## src/rtl/alu_pipe.sv

```systemverilog
// Two-stage pipelined ALU with valid/ready on both sides and a stored carry for ADC/SBC chains.
// Stage 1 registers operands and the adder output; stage 2 selects the result and forms {V,N,Z,C}.
module alu_pipe #(
  parameter int WIDTH = 8,
  parameter int SHW   = $clog2(WIDTH)
) (
  input  logic             clk,
  input  logic             rst,
  input  logic             in_valid,
  output logic             in_ready,
  input  logic [WIDTH-1:0] in_a,
  input  logic [WIDTH-1:0] in_b,
  input  logic [2:0]       in_op,
  input  logic             in_use_carry,
  input  logic             clr_carry,
  output logic             out_valid,
  input  logic             out_ready,
  output logic [WIDTH-1:0] out_result,
  output logic [3:0]       out_flags,
  output logic             carry_q
);

  localparam logic [2:0] OP_ADD = 3'b000;
  localparam logic [2:0] OP_SUB = 3'b001;
  localparam logic [2:0] OP_AND = 3'b010;
  localparam logic [2:0] OP_OR  = 3'b011;
  localparam logic [2:0] OP_XOR = 3'b100;
  localparam logic [2:0] OP_SHL = 3'b101;
  localparam logic [2:0] OP_SHR = 3'b110;
  localparam logic [2:0] OP_SRA = 3'b111;

  logic             s1_valid, s2_valid;
  logic [WIDTH-1:0] a1, b1, sum1;
  logic [2:0]       op1;
  logic             cout1;
  logic             adv1, adv2, accept;

  assign adv2      = ~s2_valid | out_ready;
  assign adv1      = ~s1_valid | adv2;
  assign in_ready  = adv1 & ~rst;
  assign accept    = in_valid & in_ready;
  assign out_valid = s2_valid;

  logic             is_add, is_sub, cin, cout;
  logic [WIDTH-1:0] b_add, sum;

  always_comb begin
    is_add = (in_op == OP_ADD);
    is_sub = (in_op == OP_SUB);
    b_add  = is_sub ? ~in_b : in_b;
    if (is_sub)
      cin = in_use_carry ? carry_q : 1'b1;
    else
      cin = (is_add & in_use_carry) ? carry_q : 1'b0;
    {cout, sum} = {1'b0, in_a} + {1'b0, b_add} + {{WIDTH{1'b0}}, cin};
  end

  // The accepted op always sees the pre-clear carry; clr_carry only wins the register update.
  always_ff @(posedge clk or posedge rst) begin
    if (rst) begin
      s1_valid <= 1'b0;
      a1       <= '0;
      b1       <= '0;
      op1      <= OP_ADD;
      sum1     <= '0;
      cout1    <= 1'b0;
      carry_q  <= 1'b0;
    end else begin
      if (adv1) s1_valid <= accept;
      if (accept) begin
        a1    <= in_a;
        b1    <= in_b;
        op1   <= in_op;
        sum1  <= sum;
        cout1 <= cout;
      end
      if (clr_carry)
        carry_q <= 1'b0;
      else if (accept && (is_add || is_sub))
        carry_q <= cout;
    end
  end

  logic [SHW-1:0]   sh;
  logic [WIDTH:0]   shl_w, shr_w, sra_w;
  logic [WIDTH-1:0] b_eff, res;
  logic             c_flag, v_flag;

  always_comb begin
    sh     = b1[SHW-1:0];
    // One extra bit on the shifted-out side captures the last bit lost (0 when sh==0).
    shl_w  = {1'b0, a1} << sh;
    shr_w  = {a1, 1'b0} >> sh;
    sra_w  = $signed({a1, 1'b0}) >>> sh;
    b_eff  = (op1 == OP_SUB) ? ~b1 : b1;
    res    = '0;
    c_flag = 1'b0;
    v_flag = 1'b0;
    case (op1)
      OP_ADD, OP_SUB: begin
        res    = sum1;
        c_flag = cout1;
        v_flag = (a1[WIDTH-1] == b_eff[WIDTH-1]) & (sum1[WIDTH-1] != a1[WIDTH-1]);
      end
      OP_AND: res = a1 & b1;
      OP_OR:  res = a1 | b1;
      OP_XOR: res = a1 ^ b1;
      OP_SHL: begin
        res    = shl_w[WIDTH-1:0];
        c_flag = shl_w[WIDTH];
      end
      OP_SHR: begin
        res    = shr_w[WIDTH:1];
        c_flag = shr_w[0];
      end
      OP_SRA: begin
        res    = sra_w[WIDTH:1];
        c_flag = sra_w[0];
      end
      default: res = '0;
    endcase
  end

  always_ff @(posedge clk or posedge rst) begin
    if (rst) begin
      s2_valid   <= 1'b0;
      out_result <= '0;
      out_flags  <= '0;
    end else if (adv2) begin
      s2_valid <= s1_valid;
      if (s1_valid) begin
        out_result <= res;
        out_flags  <= {v_flag, res[WIDTH-1], (res == '0), c_flag};
      end
    end
  end

endmodule

```

## config.mk

```make
export PLATFORM = sky130hd
export DESIGN_NAME = alu_pipe
export DESIGN_NICKNAME = d
export VERILOG_FILES = /design/src/rtl/alu_pipe.sv
export SDC_FILE = /design/constraint.sdc
export NUM_CORES = 1
export LEC_CHECK = 0
export ABC_AREA = 1
export BUFFER_PORTS_ARGS = -buffer_cell sky130_fd_sc_hd__buf_2
export CELL_PAD_IN_SITES_DETAIL_PLACEMENT = 1
export CELL_PAD_IN_SITES_GLOBAL_PLACEMENT = 2
export CORE_MARGIN = 2
export CORE_UTILIZATION = 29
export CTS_CLUSTER_DIAMETER = 100
export CTS_CLUSTER_SIZE = 24
export DETAILED_ROUTE_END_ITERATION = 8
export GPL_TIMING_DRIVEN = 1
export HOLD_SLACK_MARGIN = 0.02
export PLACE_DENSITY_LB_ADDON = 0.1
export SYNTH_ARGS = -nofsm -noshare
export SYNTH_HDL_FRONTEND = slang
export SYNTH_SLANG_ARGS = --single-unit
```

## constraint.sdc

```tcl
create_clock -name clk -period 2.3 [get_ports clk]
set_input_delay 0.575 -clock clk [delete_from_list [all_inputs] [get_ports clk]]
set_output_delay 0.575 -clock clk [all_outputs]
set_load 0.02 [all_outputs]
```

After elaboration in Yosys (flattened, before gate mapping)
Index checks and enable logic that the tools add are counted.
{"block": "classes", "n_shift": 3, "reduce_logical": 8, "n_mux": 10, "n_eq_ne": 10, "bitwise": 14, "addsub": 2}
{"operator": "$pmux 8 s7", "count": 1}
{"operator": "$mux 8", "count": 2}
{"operator": "$not 8->8", "count": 2}
{"operator": "$eq 3x3->1 const B", "count": 4}
{"operator": "$add 8x8->9", "count": 1}
{"operator": "$add 9x1->9", "count": 1}
{"operator": "$shl 8x3->9", "count": 1}
{"operator": "$shr 9x3->9", "count": 1}
{"operator": "$sshr 9x3->9", "count": 1}
{"operator": "$and 8x8->8", "count": 1}
{"operator": "$logic_not 8->1", "count": 1}
{"operator": "$or 8x8->8", "count": 1}
{"operator": "$xor 8x8->8", "count": 1}
{"operator": "$eq 3x1->1 const B", "count": 2}
{"operator": "$eq 3x2->1 const B", "count": 2}
{"operator": "$logic_not 3->1", "count": 2}
{"operator": "$mux 1", "count": 6}
{"operator": "$and 1x1->1", "count": 4}
{"operator": "$pmux 1 s4", "count": 1}
{"operator": "$not 1->1", "count": 3}
{"operator": "$or 1x1->1", "count": 2}
{"operator": "$reduce_and 2->1", "count": 1}
{"operator": "$reduce_bool 2->1", "count": 1}
{"operator": "$reduce_or 2->1", "count": 1}
{"operator": "4 further kinds", "count": 4}
{"block": "totals", "output_inout_bits": 15, "ff_bits": 43, "elab_cells": 57, "inputBits": 25}

Depth between registers and ports, before layout
{"block": "depth", "ltp_word": 8, "depth_mapped": 15, "depth_no_buf": 14}

Worst setup path after synthesis
Ideal clock, no wire load.
{"block": "synth_timing", "kind": "input -> register", "startpoint": "in in_op[2]", "endpoint": "reg sum1[6]", "n_path_buf": 0, "required_ps": 2172, "cell_stages": 12, "slack_ps": -471, "arrival_ps": 2643, "cell_sequence": "nor2_1 > nand2_1 > xor2_1 > fa_1 > fa_1 > nand3_1 > nand3_1 > nand2_1 > nand2_1 > a21oi_1 > xor2_1 > o21ai_0"}
{"block": "synth_via", "elab_chain_len": 5, "elab_cells_between_ends": 8}
{"item": "start: declaration", "line": "13", "source": "input logic [2:0] in_op,"}
{"item": "parallel branches: the longest is 4 deep, another holds $add 8x8->9"}
{"item": "$add 9x1->9 (*)", "line": "55", "source": "{cout, sum} = {1'b0, in_a} + {1'b0, b_add} + {{WIDTH{1'b0}}, cin};"}
{"item": "end signal: assignment", "line": "74", "source": "sum1 <= sum;"}
{"item": "end: declaration", "line": "33", "source": "logic [WIDTH-1:0] a1, b1, sum1;"}
Every way passes the cells marked *.
A chain may end at the register's enable or synchronous reset.

Worst setup path in the final report
Ends and elaborated chain as after synthesis.

==> key figures <==
Yosys
  • #FFs+latches synth: 42
  • Mean Syn Cell Area: ~6.7 um2
  • Yosys cell types: 27
  • Seq/Total Area, Yosys: between 30% and 40%
  • Syn nets: 529
  • Synth warn: 0
  • Synthesized instance count: 478
  • Synth Cell Area: ~3200 um2

Pwr
  • Clk pwr share: about 18%
  • Power Density: 697.9 nW/um2
  • Lkg Pwr: between 0.002 and 0.0025 uW
  • Max VDD drop: 0.3318 mV
  • P_int: around 1600 uW
  • Net Sw Power: ~1200 uW
  • Combinational power share: approximately 45%
  • Seq pwr share: approximately 38%
  • Switching share of total power: around 43%

Final layout
  • Ant. Diodes: 0
  • Synthesis-to-finish area growth: 24.27%
  • Cell area after layout: ~4000 um2
  • Final core utilization: 36.87%
  • Layout Nets: 599
  • Layout Cells excl Fill: about 690
  • Layout cells sized above 1: approximately a fifth
  • Filler cells: approximately 1,400

Die
  • Io pins: 40
  • Starting Density: between 20 and 30%
  • DIE WIDTH: around 110 um
  • Die area: about 12,000 um2
  • Core footprint: around 11,000 um2
  • Row count: 38
  • Die Ht: roughly 110 um

Clock tree
  • Worst-Skew Late Latency: 0.30 ns
  • CTS tree: yes
  • Clock Tree Root: clkbuf_8
  • Cts bufs inserted: 5
  • Clock-pin slew on the worst setup and hold paths: 0.09 ns
  • # clock sinks: 42
  • H-tree depth: 2
  • Bufs on Longest Clock Path: 2

Setup path
  • Critical Path RT: around 2.5 ns
  • Endpoint class of the critical path: flop
  • CP startpoint kind: input port
  • Critical path cell sequence: buf_8 -> nor2_4 -> nand2_4 -> xor2_2 -> fa_2 -> fa_2 -> nand3_2 -> nand3_2 -> nand2_2 -> nand2_2 -> a21oi_2 -> xor2_1 -> o21ai_1
  • Crit path max fanout: 2
  • Delay-heaviest family, CP: adder cells
  • Crit-path max cell delay: between 0.3 and 0.4 ns
  • Critical-path cell with the highest stage delay: fa_2
  • Buf/Inv on CP: 1
  • CP arrival: between 2 and 3 ns
  • Critical path class: input port to flop

GRT
  • Largest net degree at the start of global routing: 43
  • Met3 global-route usage: under 10%
  • Met1 usage: between 20 and 30%
  • All-Layer GR Usage: about a fifth
  • First-pass GRT wire length: 17,110 um
  • Vias in the first global route: ~3,300
  • M2 GR Usage: between 30% and 40%
  • Initial antenna violation count: 0
  • Grt total ovfl: 0
  • Global route hottest layer: met2

Routing
  • DR iter-0 viols: roughly 100
  • Routed Antenna Nets: 0
  • WL/cell: 15.50 um
  • Drt pass-1 iters: 4
  • DRC Markers: 0
  • Final wirelength: 10,680 um
  • Via count: roughly 3,300
  • Via density: ~4.7

Place
  • Dpl cells: about 670
  • RePlAce Congestion: ~0.86
  • Post-DP Area: approximately 3800 um2
  • Detail Placement HPWL: 8665 um
  • Placement Setup Slack: -0.4920 ns
  • Input/output buffers: 39

STA
  • Number of max-slew violations in the final report: 0
  • Min Clock Period, post-route: 2.330 ns
  • Clock skew after layout: just under 0.01 ns
  • Unrepaired setup endpoints after global routing: true
  • Worst Max-Slew Pin Slew: around 0.55 ns
  • Slew headroom: a little over three fifths
  • Peak Freq: around 430 MHz
  • Final setup fails: 1
  • Sum of negative setup slack: -0.02982 ns
  • Final period util: 101.3%
  • Final hold violations: 0
  • Fin worst setup slack: -0.02982 ns

Status
  • Status: finished, violations left
  • Failing checks: negative setup slack

Flow run
  • Maxcap violations: 0

Worst hold path
  • Min-Delay Path Class: input port to flop
==> area by class of cell <==
cell class / count / area, um2 / area share, %
clock buffer: 6 / 72.57 / 1.824
clock inverter: 2 / 13.76 / 0.3459
inverter: 59 / 225.2 / 5.660
multi-input combinational: 362 / 1909 / 47.99
sequential: 42 / 1051 / 26.42
tap: 140 / 175.2 / 4.403
timing repair buffer: 78 / 531.8 / 13.36
==> placed cells by master, fill, tap and decap left out, drive strengths merged <==
master    netlist  final
clkinv          0      2
nand2         164    164
o22ai           1      1
o21ai          45     45
o31ai           1      1
dfrtp          42     42
or2             5      5
clkinvlp        0      1
buf            10     78
ha             24     24
xnor2           1      1
fa              2      2
xor2           11     11
nor2           31     31
clkbuf          5      6
nor3            3      3
o211ai          1      1
nand4           5      5
nor3b           1      1
a21oi          18     18
o311ai          1      1
a22oi           1      1
inv            59     58
nand3          47     47
==> power groups by stage <==
| stage | sequential (uW) | combinational [uW] | clock [uW] |
|---|---|---|---|
| after floorplan | 1100 | 704 | 0 |
| after global placement | 1050 | 1210 | 0 |
| after detailed placement | 1060 | 1220 | 0 |
| after CTS | 1040 | 1240 | 508 |
| after global routing | 1060 | 1420 | 536 |
| final | 1040 | 1250 | 488 |
==> cells by family after synthesis <==
family,after synthesis,share of synthesized area (%)
DFF,42,32.83
and+or+nand+nor,256,32.86
AOI/OAI and AO/OA,68,11.14
xor gates and xnor gates,12,3.283
adders and majority gates,26,10.63
buffers and inverters,74,9.262
==> final timing paths <==
| kind | startpoint | endpoint | slack (ns) | cells past startpoint |
|---|---|---|---|---|
| max | in_op[2] | sum1[6] | -0.03 | 13 |
| min in group asynchronous | rst | a1[6] | 0.49 | 3 |
| min | clr_carry | carry_q | 0.43 | 2 |
| max in group asynchronous | rst | out_result[6] | 1.42 | 3 |
| max reg2reg | carry_q | sum1[6] | 0.20 | 11 |
| min reg2reg | out_result[5] | out_result[5] | 0.48 | 2 |
==> registers in the layout, indices dropped and copies added (netlist names) <==
| signal | flops |
|---|---|
| b1 | 8 |
| cout1 | 1 |
| op1 | 3 |
| out_valid | 1 |
| carry_q | 1 |
| sum1 | 8 |
| out_result | 7 |
| a1 | 8 |
| out_flags | 4 |
| s1_valid | 1 |
==> cells in the mapped netlist (all sizes together) <==
master	n	area, um2
a21oi	18	93.84
inv	59	221.5
fa	2	40.04
nand2	164	615.6
ha	24	300.3
o311ai	1	8.760
o31ai	1	7.510
o211ai	1	7.510
clkbuf	5	18.77
o21ai	45	225.2
xor2	11	96.34
or2	5	31.28
dfrtp	42	1051
a22oi	1	7.510
nor2	31	116.4
nor3	3	15.01
nor3b	1	7.510
o22ai	1	6.260
xnor2	1	8.760
nand3	47	235.2
nand4	5	31.28
buf	10	56.30
==> repair_timing <==
item,4_1_cts,5_1_grt
setup buffers,2,5
gates resized for setup,13,6
cloned,0,0
pin swaps,3,7
hold buffers,0,0
setup endpoints to repair,2,5
==> per-layer routing <==
| layer | routed length, um | vias up |
|---|---|---|
| li1 | - | 1654 |
| met1 | 5191 | 1541 |
| met2 | 5083 | 49 |
| met3 | 276 | 8 |
| met4 | 127 | 0 |
| met5 | 0 | - |
==> per-stage QoR <==
| step | hold WS (ns) | total power [uW] |
|---|---|---|
| floorplan | 0.4414 | 1802 |
| global placement | 0.4607 | 2255 |
| detailed placement | 0.4642 | 2273 |
| CTS | 0.4216 | 2794 |
| global route | 0.4195 | 3018 |
| finish | 0.4310 | 2777 |
No activity file was read; power rests on OpenSTA's default activity.
